**src/rtl/image_page_reader.sv**
```systemverilog
// Raster-order frame reader: fetches pixels from a 1-cycle-latency image page and streams them
// through a 2-entry FIFO. Define IMAGE_PAGE_READER_PAD_EN to add a 1-pixel zero border.
module image_page_reader #(
  parameter int ADDR_W = 13,
  parameter int PIX_W  = 8
) (
  input  logic              clk,
  input  logic              rst,
  input  logic              start,
  input  logic [ADDR_W-1:0] base_addr,
  input  logic [7:0]        img_width,
  input  logic [7:0]        img_height,
  output logic [ADDR_W-1:0] page_addr,
  output logic              need_Data,
  input  logic [79:0]       page_data,
  output logic [PIX_W-1:0]  pix_data,
  output logic              pix_valid,
  output logic              pix_last,
  input  logic              pix_ready,
  output logic              busy,
  output logic              done
);

  localparam logic [1:0] IDLE  = 2'd0;
  localparam logic [1:0] READ  = 2'd1;
  localparam logic [1:0] DRAIN = 2'd2;

  logic [1:0]        state_q, state_d;
  logic [ADDR_W-1:0] base_q, base_d;
  logic [ADDR_W-1:0] addr_q, addr_d;
  logic              first_q, first_d;
  logic [8:0]        col_q, col_d, row_q, row_d;
  logic [8:0]        lastCol_q, lastCol_d, lastRow_q, lastRow_d;
  logic [8:0]        lastColInit, lastRowInit;
  logic              pipeValid_q, pipeValid_d;
  logic              pipeLast_q, pipeLast_d;
  logic              done_q, done_d;

  logic [PIX_W-1:0]  memData_q [2];
  logic              memLast_q [2];
  logic              wrPtr_q, wrPtr_d, rdPtr_q, rdPtr_d;
  logic [1:0]        count_q, count_d;

  logic              push, pop, issue, issueRead, isLastIssue, captureZero;
  logic [2:0]        pending;
  logic [ADDR_W-1:0] nextAddr;
  logic              unusedPageBits;

  assign unusedPageBits = ^page_data[79:PIX_W];

  // Pending work counts the beat leaving this cycle so a full pipeline still sustains 1 pixel/cycle.
  assign pop         = (count_q != 2'd0) && pix_ready;
  assign push        = pipeValid_q;
  assign pending     = {1'b0, count_q} - {2'b00, pop} + {2'b00, pipeValid_q};
  assign issue       = (state_q == READ) && (pending < 3'd2);
  assign isLastIssue = (col_q == lastCol_q) && (row_q == lastRow_q);
  assign nextAddr    = first_q ? base_q : addr_q + 1'b1;

`ifdef IMAGE_PAGE_READER_PAD_EN
  logic pipePad_q;
  logic isBorder;

  // Border positions travel down the same pipe as reads so stream order is preserved.
  assign isBorder    = (row_q == 9'd0) || (row_q == lastRow_q) ||
                       (col_q == 9'd0) || (col_q == lastCol_q);
  assign issueRead   = issue && !isBorder;
  assign captureZero = pipePad_q;
  assign lastColInit = {1'b0, img_width} + 9'd1;
  assign lastRowInit = {1'b0, img_height} + 9'd1;

  always_ff @(posedge clk or posedge rst) begin
    if (rst) pipePad_q <= 1'b0;
    else     pipePad_q <= issue && isBorder;
  end
`else
  assign issueRead   = issue;
  assign captureZero = 1'b0;
  assign lastColInit = {1'b0, img_width} - 9'd1;
  assign lastRowInit = {1'b0, img_height} - 9'd1;
`endif

  assign need_Data = issueRead;
  assign page_addr = issueRead ? nextAddr : addr_q;
  assign pix_valid = (count_q != 2'd0);
  assign pix_data  = memData_q[rdPtr_q];
  assign pix_last  = pix_valid && memLast_q[rdPtr_q];
  assign busy      = (state_q != IDLE);
  assign done      = done_q;

  always_comb begin
    state_d     = state_q;
    base_d      = base_q;
    addr_d      = addr_q;
    first_d     = first_q;
    col_d       = col_q;
    row_d       = row_q;
    lastCol_d   = lastCol_q;
    lastRow_d   = lastRow_q;
    pipeValid_d = issue;
    pipeLast_d  = issue && isLastIssue;
    done_d      = 1'b0;
    case (state_q)
      IDLE: begin
        if (start) begin
          if (img_width == 8'd0 || img_height == 8'd0) begin
            done_d = 1'b1;
          end else begin
            state_d   = READ;
            base_d    = base_addr;
            first_d   = 1'b1;
            col_d     = 9'd0;
            row_d     = 9'd0;
            lastCol_d = lastColInit;
            lastRow_d = lastRowInit;
          end
        end
      end
      READ: begin
        if (issue) begin
          if (isLastIssue) state_d = DRAIN;
          if (col_q == lastCol_q) begin
            col_d = 9'd0;
            row_d = row_q + 9'd1;
          end else begin
            col_d = col_q + 9'd1;
          end
        end
      end
      DRAIN: begin
        if (pop && pix_last) begin
          state_d = IDLE;
          done_d  = 1'b1;
        end
      end
      default: state_d = IDLE;
    endcase
    if (issueRead) begin
      addr_d  = nextAddr;
      first_d = 1'b0;
    end
  end

  always_comb begin
    wrPtr_d = push ? ~wrPtr_q : wrPtr_q;
    rdPtr_d = pop ? ~rdPtr_q : rdPtr_q;
    count_d = count_q + {1'b0, push} - {1'b0, pop};
  end

  always_ff @(posedge clk or posedge rst) begin
    if (rst) begin
      state_q     <= IDLE;
      base_q      <= '0;
      addr_q      <= '0;
      first_q     <= 1'b0;
      col_q       <= '0;
      row_q       <= '0;
      lastCol_q   <= '0;
      lastRow_q   <= '0;
      pipeValid_q <= 1'b0;
      pipeLast_q  <= 1'b0;
      done_q      <= 1'b0;
    end else begin
      state_q     <= state_d;
      base_q      <= base_d;
      addr_q      <= addr_d;
      first_q     <= first_d;
      col_q       <= col_d;
      row_q       <= row_d;
      lastCol_q   <= lastCol_d;
      lastRow_q   <= lastRow_d;
      pipeValid_q <= pipeValid_d;
      pipeLast_q  <= pipeLast_d;
      done_q      <= done_d;
    end
  end

  // Page data arrives one cycle after the strobe and is written straight into the FIFO.
  always_ff @(posedge clk or posedge rst) begin
    if (rst) begin
      memData_q[0] <= '0;
      memData_q[1] <= '0;
      memLast_q[0] <= 1'b0;
      memLast_q[1] <= 1'b0;
      wrPtr_q      <= 1'b0;
      rdPtr_q      <= 1'b0;
      count_q      <= 2'd0;
    end else begin
      if (push) begin
        memData_q[wrPtr_q] <= captureZero ? '0 : page_data[PIX_W-1:0];
        memLast_q[wrPtr_q] <= pipeLast_q;
      end
      wrPtr_q <= wrPtr_d;
      rdPtr_q <= rdPtr_d;
      count_q <= count_d;
    end
  end

endmodule

```
**config.mk**
```make
export PLATFORM = sky130hd
export DESIGN_NAME = image_page_reader
export DESIGN_NICKNAME = d
export VERILOG_FILES = /design/src/rtl/image_page_reader.sv
export SDC_FILE = /design/constraint.sdc
export NUM_CORES = 1
export LEC_CHECK = 0
export BUFFER_PORTS_ARGS = -buffer_cell sky130_fd_sc_hd__buf_2
export CORE_MARGIN = 3
export CORE_UTILIZATION = 56
export DETAILED_ROUTE_END_ITERATION = 10
export GPL_TIMING_DRIVEN = 0
export PLACE_DENSITY = 0.93
export SLEW_MARGIN = 20
export SYNTH_ARGS = -nofsm -noshare
export SYNTH_HDL_FRONTEND = slang
export SYNTH_SLANG_ARGS = --single-unit
export TNS_END_PERCENT = 10
```
**constraint.sdc**
```tcl
create_clock -name clk -period 7.16 [get_ports clk]
set_input_delay 0.358 -clock clk [delete_from_list [all_inputs] [get_ports clk]]
set_output_delay 0.358 -clock clk [all_outputs]
set_load 0.05 [all_outputs]
```
==> flow_metrics.tcl, run 1 <==
set metrics [dict create \
    grt_pass1_wl_um 16990 \
    syn_nets 580 \
    setup-violations-final 0 \
    cap_violations 0 \
    cp.required_ps 6800 \
    fin_crit_ps 4409 \
    peakVddDrop_v 0.0001650 \
    finalCritPeriodShare_pct 61.58 \
    synth_cell_type_count 47 \
    overflow 0 \
    drt-pass1-iter-count 5 \
    leakagePower_nw 2.524 \
    drv_slew 0 \
    final_common_cell "dfrtp_1" \
    drt-initial-drc-count 225 \
    routedWlPerCell_um 15.59 \
    ys_ff_latch 90 \
    design_area_um2 5228 \
    slew_headroom_pct 59.32 \
    drc 0 \
    synthFlopType "dfrtp_1" \
    clkSlewWorstSetupHoldPaths_ps 90 \
    start_util_pct 58.12 \
    critPathBufInv 5 \
    place_inst 626 \
    clock_sinks 90 \
    stdcell_count 643 \
    final_cell_mix "dfrtp_1 (90), nand2_1 (82), buf_2 (74)" \
    synth_edf_count 0 \
    cts_tree "done" \
    worstSetupPathType "reg -> out" \
    crit_chain "or2_2 > nand2_1 > inv_1 > ha_1 > inv_1 > ha_1 > fa_1 > or3_1 > buf_2 > buf_1 > nor3_1 > a21oi_1 > o21ai_0 > buf_2" \
    htree_num_levels 3 \
    cts_root_buffer "clkbuf_8" \
    die_area_um2 9175 \
    syn_avg_cell_area_um2 9.878 \
    area_growth_syn_to_layout_pct 15.80 \
    die_x_um 95.79 \
    vias 3738 \
    grt_usage_pct 23.77 \
    async_flop_share_pct 100.0 \
    place_ws_ps 3200 \
    final_util_pct 67.30 \
    nNetsFinal 659 \
    wl_met3_um 717 \
    clk_latency_ps 360 \
    ys_warn_count 0 \
    fillers 573 \
    power.density_nw_per_um2 359.3 \
    routed-wl-met2_um 4912 \
    dp_hpwl_um 7219 \
    wl_met1_um 4190 \
    cts_buffers 9 \
    crit_slowest_cell "fa_1" \
    final.setup_skew_ps 12.74 \
    place_area_um2 5002 \
    outcome "finished clean" \
    routabilityCongestion 0.8544 \
    end_kind "primary output" \
    finalWirelength_um 10030 \
    critical_path.max_stage_delay_ps 480 \
    drive_above_1_share_pct 24.03 \
    core_area_um2 7767 \
    antenna_cells 0 \
    min_path_type "in -> reg" \
    setup_ws_ps 2751 \
    rsz0062_at_grt "no" \
    ant_nets 0 \
    grt_max_degree 63 \
    fmax_mhz 226.8 \
    critPathMaxFanout 10 \
    dieHeight_um 95.79 \
    synth_area_um2 4514 \
    io_pins 139 \
    crit_family "simple AND/OR/NAND/NOR gates" \
    worstMarginPinSlew_ps 610.2 \
    cts_setup_buffers 0 \
    antenna_found_initial 0 \
    ys_seq_area_share_pct 49.89 \
    arrival_ps 4050 \
    viasPerCell 5.813 \
    placementRows 32 \
    cts.path.max_buffers 2 \
    portBuffers 66 \
    top_layer_used "met4" \
    hold_violations 0 \
    first_global_vias 3674 \
    synth_cells 457 \
    setup_tns_ps 0 \
    critPathLaunchType "flip-flop" \
]
stage by stage:
step                      hold WS, ps  total power [W]
after floorplan                 445.4         0.001307
after global placement          461.5         0.001465
after detailed placement        371.0         0.001505
after CTS                       176.8         0.001879
after global routing            186.8         0.001971
final                           182.1         0.001878
sequential cells by signal, summed over array words and instances, names as in the netlist:
signal / count
addr_q: 13
base_q: 13
col_q: 9
count_q: 2
done: 1
first_q: 1
lastCol_q: 9
lastRow_q: 9
memData_q: 16
memLast_q: 2
pipeLast_q: 1
pipeValid_q: 1
rdPtr_q: 1
row_q: 9
state_q: 2
wrPtr_q: 1
cell families (layout without fill, tap and decap cells):
family	after synthesis	after routing	share of synthesized area (%)
buf+inv	35	119	3.631
flops	90	90	49.89
compound gates	80	80	10.73
simple gates	173	173	17.74
xor+xnor	35	35	6.791
mux	34	34	8.287
fa+ha+maj	10	10	2.938
what timing repair did:
action / CTS / global route
hold endpoints to repair: 28 / 0
hold buffers: 1 / 0
resized for setup: 0 / 0
path summary, 6_finish.rpt:
path / cells after the start / startpoint / slack, ps / end
worst min register to register: 2 / base_q[3] / 480 / base_q[3]
worst max-delay path: 14 / count_q[1] / 2750 / page_addr[4]
max in group asynchronous: 4 / rst / 6020 / row_q[5]
min in group asynchronous: 3 / rst / 520 / addr_q[12]
worst min-delay path: 3 / base_addr[11] / 180 / base_q[11]
worst max register to register: 13 / count_q[1] / 3680 / row_q[6]
report_power, final:
part	leakage, nW	switching (W)	internal [W]
clock network	0.106	0.000176	0.000191
logic	1.26	0.000570	0.000275
registers	1.16	0.0000679	0.000598
total	2.52	0.000814	0.00106
worst min-delay path, cell delays in order:
cell and delay, ps:
buf_2 70, nand2_1 40, nand2_1 40
synth_stat cells, drive strengths merged, types with 2 or more instances:
library cell	number	area, µm²
nor4	6	37.54
nor3	15	75.07
clkbuf	6	22.52
buf	12	77.57
nand3	23	120.1
nand2b	2	20.02
mux2	27	304.0
or3b	2	17.52
xnor2	15	131.4
o22ai	8	50.05
and3	4	30.03
a22oi	2	15.01
or2	2	12.51
or4	4	30.03
o31ai	5	37.54
or3	3	18.77
inv	15	56.30
clkinv	2	7.510
nand2	82	307.8
ha	9	112.6
xor2	20	175.2
a31oi	11	81.32
mux2i	7	70.07
nand4	3	18.77
a21oi	19	95.09
dfrtp	90	2252
nor2	24	90.09
o21ai	28	143.9
layer usage:
layer,GRT usage [%],up-vias
li1,-,1755
met1,30.72,1807
met2,39.90,154
met3,4.300,22
met4,9.005,0
met5,0,-
cell type report:
type / count / area (µm²) / area share [%]
Inverter: 17 / 66.31 / 1.269
Clock buffer: 13 / 168.9 / 3.231
Sequential cell: 90 / 2252 / 43.08
Timing Repair Buffer: 68 / 367.9 / 7.037
Tap cell: 102 / 127.6 / 2.441
Buffer: 18 / 100.1 / 1.915
Clock inverter: 3 / 46.29 / 0.8856
Multi-Input combinational cell: 332 / 2098 / 40.14
Power figures use the tool's default switching activity.
==> inputs of run 2 (changes only) <==
--- a/config.mk
+++ b/config.mk
@@ -7,10 +7,10 @@
 export LEC_CHECK = 0
 export BUFFER_PORTS_ARGS = -buffer_cell sky130_fd_sc_hd__buf_2
 export CORE_MARGIN = 3
-export CORE_UTILIZATION = 56
+export CORE_UTILIZATION = 47
 export DETAILED_ROUTE_END_ITERATION = 10
 export GPL_TIMING_DRIVEN = 0
-export PLACE_DENSITY = 0.93
+export PLACE_DENSITY = 0.84
 export SLEW_MARGIN = 20
 export SYNTH_ARGS = -nofsm -noshare
 export SYNTH_HDL_FRONTEND = slang
==> constraint.sdc (replaced) <==
create_clock -name clk -period 4 [get_ports clk]
set_input_delay 0.2 -clock clk [delete_from_list [all_inputs] [get_ports clk]]
set_output_delay 0.2 -clock clk [all_outputs]
set_load 0.05 [all_outputs]
==> run 2 against run 1 <==
Total power increased by 80%. Utilization down 9.8 points. Largest cell class unchanged. Via count is 0.56% lower. Global-route usage decreased by 4.9 points. Combinational power rose by 91%. Setup slack got worse by 2600 ps. Clock power grew 56%.
==> flow_metrics.tcl, run 2 (synthesis gave the netlist of run 1 again) <==
set metrics [dict create \
    r2r_start "count_q[1]" \
    crit_family "simple AND/OR/NAND/NOR gates" \
    min_path_cells 3 \
    area_growth_syn_to_layout_pct 18.24 \
    setup-violations-final 0 \
    r2r_cells 12 \
    htree_num_levels 3 \
    clkSlewWorstSetupHoldPaths_ps 100 \
    setup_ws_ps 131.4 \
    worstSetupPathType "reg -> out" \
    placementRows 35 \
    leakagePower_nw 2.538 \
    critPathLaunchType "flip-flop" \
    ant_nets 0 \
    drt-pass1-iter-count 7 \
    peakVddDrop_v 0.0002716 \
    fillers 822 \
    fmax_mhz 258.5 \
    nNetsFinal 661 \
    cts_tree "done" \
    crit_chain "or2_2 > nand2_2 > inv_1 > ha_1 > inv_1 > ha_1 > fa_2 > or3_1 > buf_4 > buf_2 > nor3_1 > a21oi_1 > o21ai_2 > buf_6" \
    final_common_cell "dfrtp_1" \
    min_path_type "in -> reg" \
    critPathBufInv 5 \
    worstHoldStart "base_addr[5]" \
    core_area_um2 9284 \
    top_register "memData_q" \
    cts.path.max_buffers 2 \
    portBuffers 66 \
    largest_reg_flops 16 \
    outcome "finished clean" \
    routabilityCongestion 0.8805 \
    vias 3717 \
    largestRegisters "memData_q x16, addr_q x13, base_q x13" \
    drive_above_1_share_pct 26.70 \
    dieHeight_um 104.0 \
    drv_slew 0 \
    drt-initial-drc-count 251 \
    io_pins 139 \
    critical_path.max_stage_delay_ps 470 \
    end_kind "primary output" \
    multi_input_area_um2 2141 \
    grt_usage_pct 18.90 \
    final-seq-area_um2 2252 \
    grt_pass1_wl_um 17060 \
    finalCritPeriodShare_pct 96.72 \
    timing.hold.ws_ps 21.55 \
    hold_violations 0 \
    final.setup_skew_ps 15.50 \
    setup_tns_ps 0 \
    worstMarginPinSlew_ps 597.1 \
    fin_crit_ps 3869 \
    cts_buffers 9 \
    cp.required_ps 3800 \
    finalWirelength_um 10350 \
    grt_max_degree 56 \
    cap_violations 0 \
    clock_sinks 90 \
    overflow 0 \
    crit_slowest_cell "fa_2" \
    dp_hpwl_um 7635 \
    die_x_um 104.0 \
    power.density_nw_per_um2 633.0 \
    routedWlPerCell_um 15.39 \
    cp_num_cells 14 \
    arrival_ps 3670 \
    clk_latency_ps 360 \
    place_ws_ps 284.4 \
    drc 0 \
    first_global_vias 3733 \
    start_util_pct 48.63 \
    slew_headroom_pct 60.19 \
    p_total_w 0.003379 \
    antenna_found_initial 0 \
    critPathMaxFanout 10 \
    viasPerCell 5.531 \
    final_cell_mix "dfrtp_1 (90), nand2_1 (80), buf_2 (60)" \
    cts_root_buffer "clkbuf_8" \
    setup.worst_path.start "count_q[1]" \
    die_area_um2 10820 \
    antenna_cells 0 \
]
## run 2: changes by cell type in the layout (fill, tap and decap cells not counted), sizes merged
cell,delta
bufinv,-1
clkbuf,-1
inv,+3
clkinvlp,+1
## run 2: per-layer routing
metal / wire (µm) / track usage (%) / vias to the layer above
met1: 4461 / 24.39 / 1800
met4: 143 / 6.648 / 0
met2: 5137 / 32.45 / 138
met3: 602 / 2.855 / 13
li1: - / - / 1766
met5: 0 / 0 / -
## run 2: layout make-up
class | count | share of cell area, %
flip-flops and latches | 90 | 42.19
multi-input cells | 332 | 40.11
repair buffers | 70 | 7.947
well taps | 129 | 3.024
clock buffers | 10 | 2.391
plain buffers | 18 | 2.110
inverters | 17 | 1.289
clock inverters | 6 | 0.9376
## run 2: where the power goes
group / total [W] / switching (W) / leakage [nW] / internal (W)
Clock: 0.000573 / 0.000340 / 0.0835 / 0.000233
Combinational: 0.00161 / 0.00105 / 1.29 / 0.000565
Sequential: 0.00119 / 0.000123 / 1.16 / 0.00107
## run 2: repair_timing
item                                    CTS  global route
endpoints found under the hold margin    35             0
setup buffers                             0             2
gates resized for setup                  11            29
pin swaps                                 0             2
hold buffers                              1             0
endpoints found under the setup margin   11            13
## run 2: final timing paths
path / endpoint / slack [ps]
worst max register to register: addr_q[10] / 710
worst min register to register: base_q[6] / 490
max in group asynchronous: lastRow_q[4] / 2970
worst min-delay path: base_q[5] / 20
worst max-delay path: page_addr[4] / 130
min in group asynchronous: addr_q[11] / 400
## run 2: per-stage QoR
step / cells / cell area, µm² / util, %
after floorplan: 457 / 4514 / -
after global placement: 652 / 5006 / 53.92
after detailed placement: 653 / 5036 / 54.25
after CTS: 670 / 5251 / 56.56
after global routing: 672 / 5338 / 57.49
final: 672 / 5338 / 57.49
## run 2: tightest hold or removal path: cells and delay by family
kind	cells	cell delay, ps
simple gates	2	80
buf+inv	1	80
==> inputs of run 3 (changes only) <==
--- a/config.mk
+++ b/config.mk
@@ -7,10 +7,10 @@
 export LEC_CHECK = 0
 export BUFFER_PORTS_ARGS = -buffer_cell sky130_fd_sc_hd__buf_2
 export CORE_MARGIN = 3
-export CORE_UTILIZATION = 47
+export CORE_UTILIZATION = 52
 export DETAILED_ROUTE_END_ITERATION = 10
 export GPL_TIMING_DRIVEN = 0
-export PLACE_DENSITY = 0.84
+export PLACE_DENSITY = 0.88
 export SLEW_MARGIN = 20
 export SYNTH_ARGS = -nofsm -noshare
 export SYNTH_HDL_FRONTEND = slang
==> constraint.sdc (replaced) <==
create_clock -name clk -period 4.3 [get_ports clk]
set_input_delay 0.215 -clock clk [delete_from_list [all_inputs] [get_ports clk]]
set_output_delay 0.215 -clock clk [all_outputs]
set_load 0.05 [all_outputs]
==> run 3 against run 2 <==
Die area decreased by 9.1%. Sequential power is 7% lower. Cell count is 3.9% lower. Largest cell class unchanged. Critical path depth unchanged.
==> flow_metrics.tcl, run 3 (synthesis gave the netlist of run 1 again) <==
set metrics [dict create \
    outcome "finished clean" \
    internal_power_w 0.001718 \
    ant_nets 0 \
    nNetsFinal 659 \
    critPathLaunchType "flip-flop" \
    routedWlPerCell_um 16.23 \
    final_cell_mix "dfrtp_1 (90), nand2_1 (81), buf_2 (65)" \
    arrival_ps 3900 \
    drt-initial-drc-count 337 \
    min_path_type "in -> reg" \
    peakVddDrop_v 0.0003152 \
    critPathMaxFanout 11 \
    finalCritPeriodShare_pct 95.73 \
    worstMarginPinSlew_ps 575.8 \
    stdcell_count 646 \
    area_growth_syn_to_layout_pct 15.88 \
    largestRegisters "memData_q x16, addr_q x13, base_q x13" \
    fin_crit_ps 4116 \
    dp_hpwl_um 7747 \
    cts.path.max_buffers 2 \
    clk_latency_ps 350 \
    die_x_um 99.18 \
    design_area_um2 5231 \
    place_area_um2 5006 \
    cp.required_ps 4090 \
    cap_violations 0 \
    clock_sinks 90 \
    io_pins 139 \
    grt_max_degree 53 \
    clkPwrFrac_pct 17.1 \
    grt_pass1_wl_um 17820 \
    seqPwrFrac_pct 36.0 \
    fmax_mhz 242.9 \
    p_sw_w 0.001366 \
    antenna_found_initial 0 \
    portBuffers 66 \
    top_register "memData_q" \
    final_common_cell "dfrtp_1" \
    antenna_cells 0 \
    combPwrFrac_pct 47.0 \
    vias 3681 \
    largest_reg_flops 16 \
    end_kind "primary output" \
    p_sw_share_pct 44.30 \
    drv_slew 0 \
    final_util_pct 62.72 \
    cts_setup_buffers 0 \
    slew_headroom_pct 61.61 \
    leakagePower_nw 2.515 \
    clkSlewWorstSetupHoldPaths_ps 90 \
    worstSetupPathType "reg -> out" \
    hold_violations 0 \
    start_util_pct 54.13 \
    final.setup_skew_ps 8.565 \
    overflow 0 \
    routabilityCongestion 0.9194 \
    core_area_um2 8341 \
    viasPerCell 5.698 \
    grt_usage_pct 22.67 \
    cts_tree "done" \
    power.density_nw_per_um2 589.6 \
    cts_buffers 9 \
    place_inst 629 \
    setup-violations-final 0 \
    htree_num_levels 3 \
    first_global_vias 3751 \
    drc 0 \
    cts_root_buffer "clkbuf_8" \
    dieHeight_um 99.18 \
    p_total_w 0.003084 \
    drive_above_1_share_pct 24.77 \
    rsz0062_at_grt "yes" \
    placementRows 33 \
    finalWirelength_um 10480 \
    drt-pass1-iter-count 4 \
    die_area_um2 9836 \
]
==> run 3: cell count changes in the layout (fill, tap and decap cells not counted), moves of 2 or more <==
cell	change
buf_4	-9
inv_6	-2
a21oi_1	+3
clkbuf_8	+2
o21ai_2	-2
o21ai_0	+4
clkinv_2	+2
o21ai_1	-2
clkbuf_4	+5
a21oi_2	-3
buf_2	+5
buf_6	-4
==> run 3: critical path: stages (launching register included) <==
cell	delay (ps)
dfrtp_1	410
or2_2	320
nand2_1	120
inv_1	60
ha_1	270
inv_1	40
ha_1	190
fa_1	480
or3_1	380
clkbuf_4	200
clkinvlp_4	150
clkbuf_4	250
o22ai_1	100
a21oi_1	280
clkbuf_4	310
==> run 3: path summary, 6_finish.rpt <==
path,from,cells past startpoint,slack [ps],to
worst max-delay path,count_q[1],14,180,page_addr[9]
worst min-delay path,base_addr[5],3,50,base_q[5]
worst max register to register,count_q[1],13,950,addr_q[9]
worst min register to register,base_q[0],2,480,base_q[0]
max in group asynchronous,rst,4,3220,lastCol_q[5]
min in group asynchronous,rst,3,450,addr_q[2]
==> run 3: final cells by class <==
class | instances | area (µm²)
Clock inverter | 4 | 26.28
Clock buffer | 12 | 155.1
Tap cell | 105 | 131.4
Fill cell | 671 | 3109
Sequential cell | 90 | 2252
Timing Repair Buffer | 68 | 382.9
Buffer | 18 | 108.9
Multi-Input combinational cell | 332 | 2105
Inverter | 17 | 70.07
==> run 3: per-layer routing <==
layer  track usage, %  share of wire (%)  vias to the layer above
met4            6.933                1.3                        0
met3            5.259                6.6                       15
met1            29.86                 41                     1789
li1                 -                  -                     1743
met2            37.50                 51                      134
met5                0                  0                        -
==> run 3: per-stage QoR <==
stage / TNS (ps) / setup WS, ps / hold slack [ps]
final: 0 / 183.7 / 46.85
after global routing: -43.78 / -36.49 / 39.17
after CTS: 0 / 135.0 / 33.50
after detailed placement: 0 / 523.9 / 291.2
after global placement: 0 / 621.6 / 408.6
after floorplan: 0 / 44.02 / 320.4
==> run 3: timing repair <==
| action | in CTS | in global routing |
|---|---|---|
| endpoints found under the setup margin | 0 | 10 |
| hold buffers | 1 | 0 |
| gates resized for setup | 0 | 15 |
| hold endpoints to repair | 38 | 0 |
==> run 3: power by group through the flow <==
stage	Clock (W)	Sequential, W	Combinational, W
final	0.000526	0.00111	0.00145
after global routing	0.000579	0.00113	0.00155
after CTS	0.000538	0.00111	0.00141
after detailed placement	0	0.00112	0.00141
after floorplan	0	0.00109	0.00109
after global placement	0	0.00111	0.00135
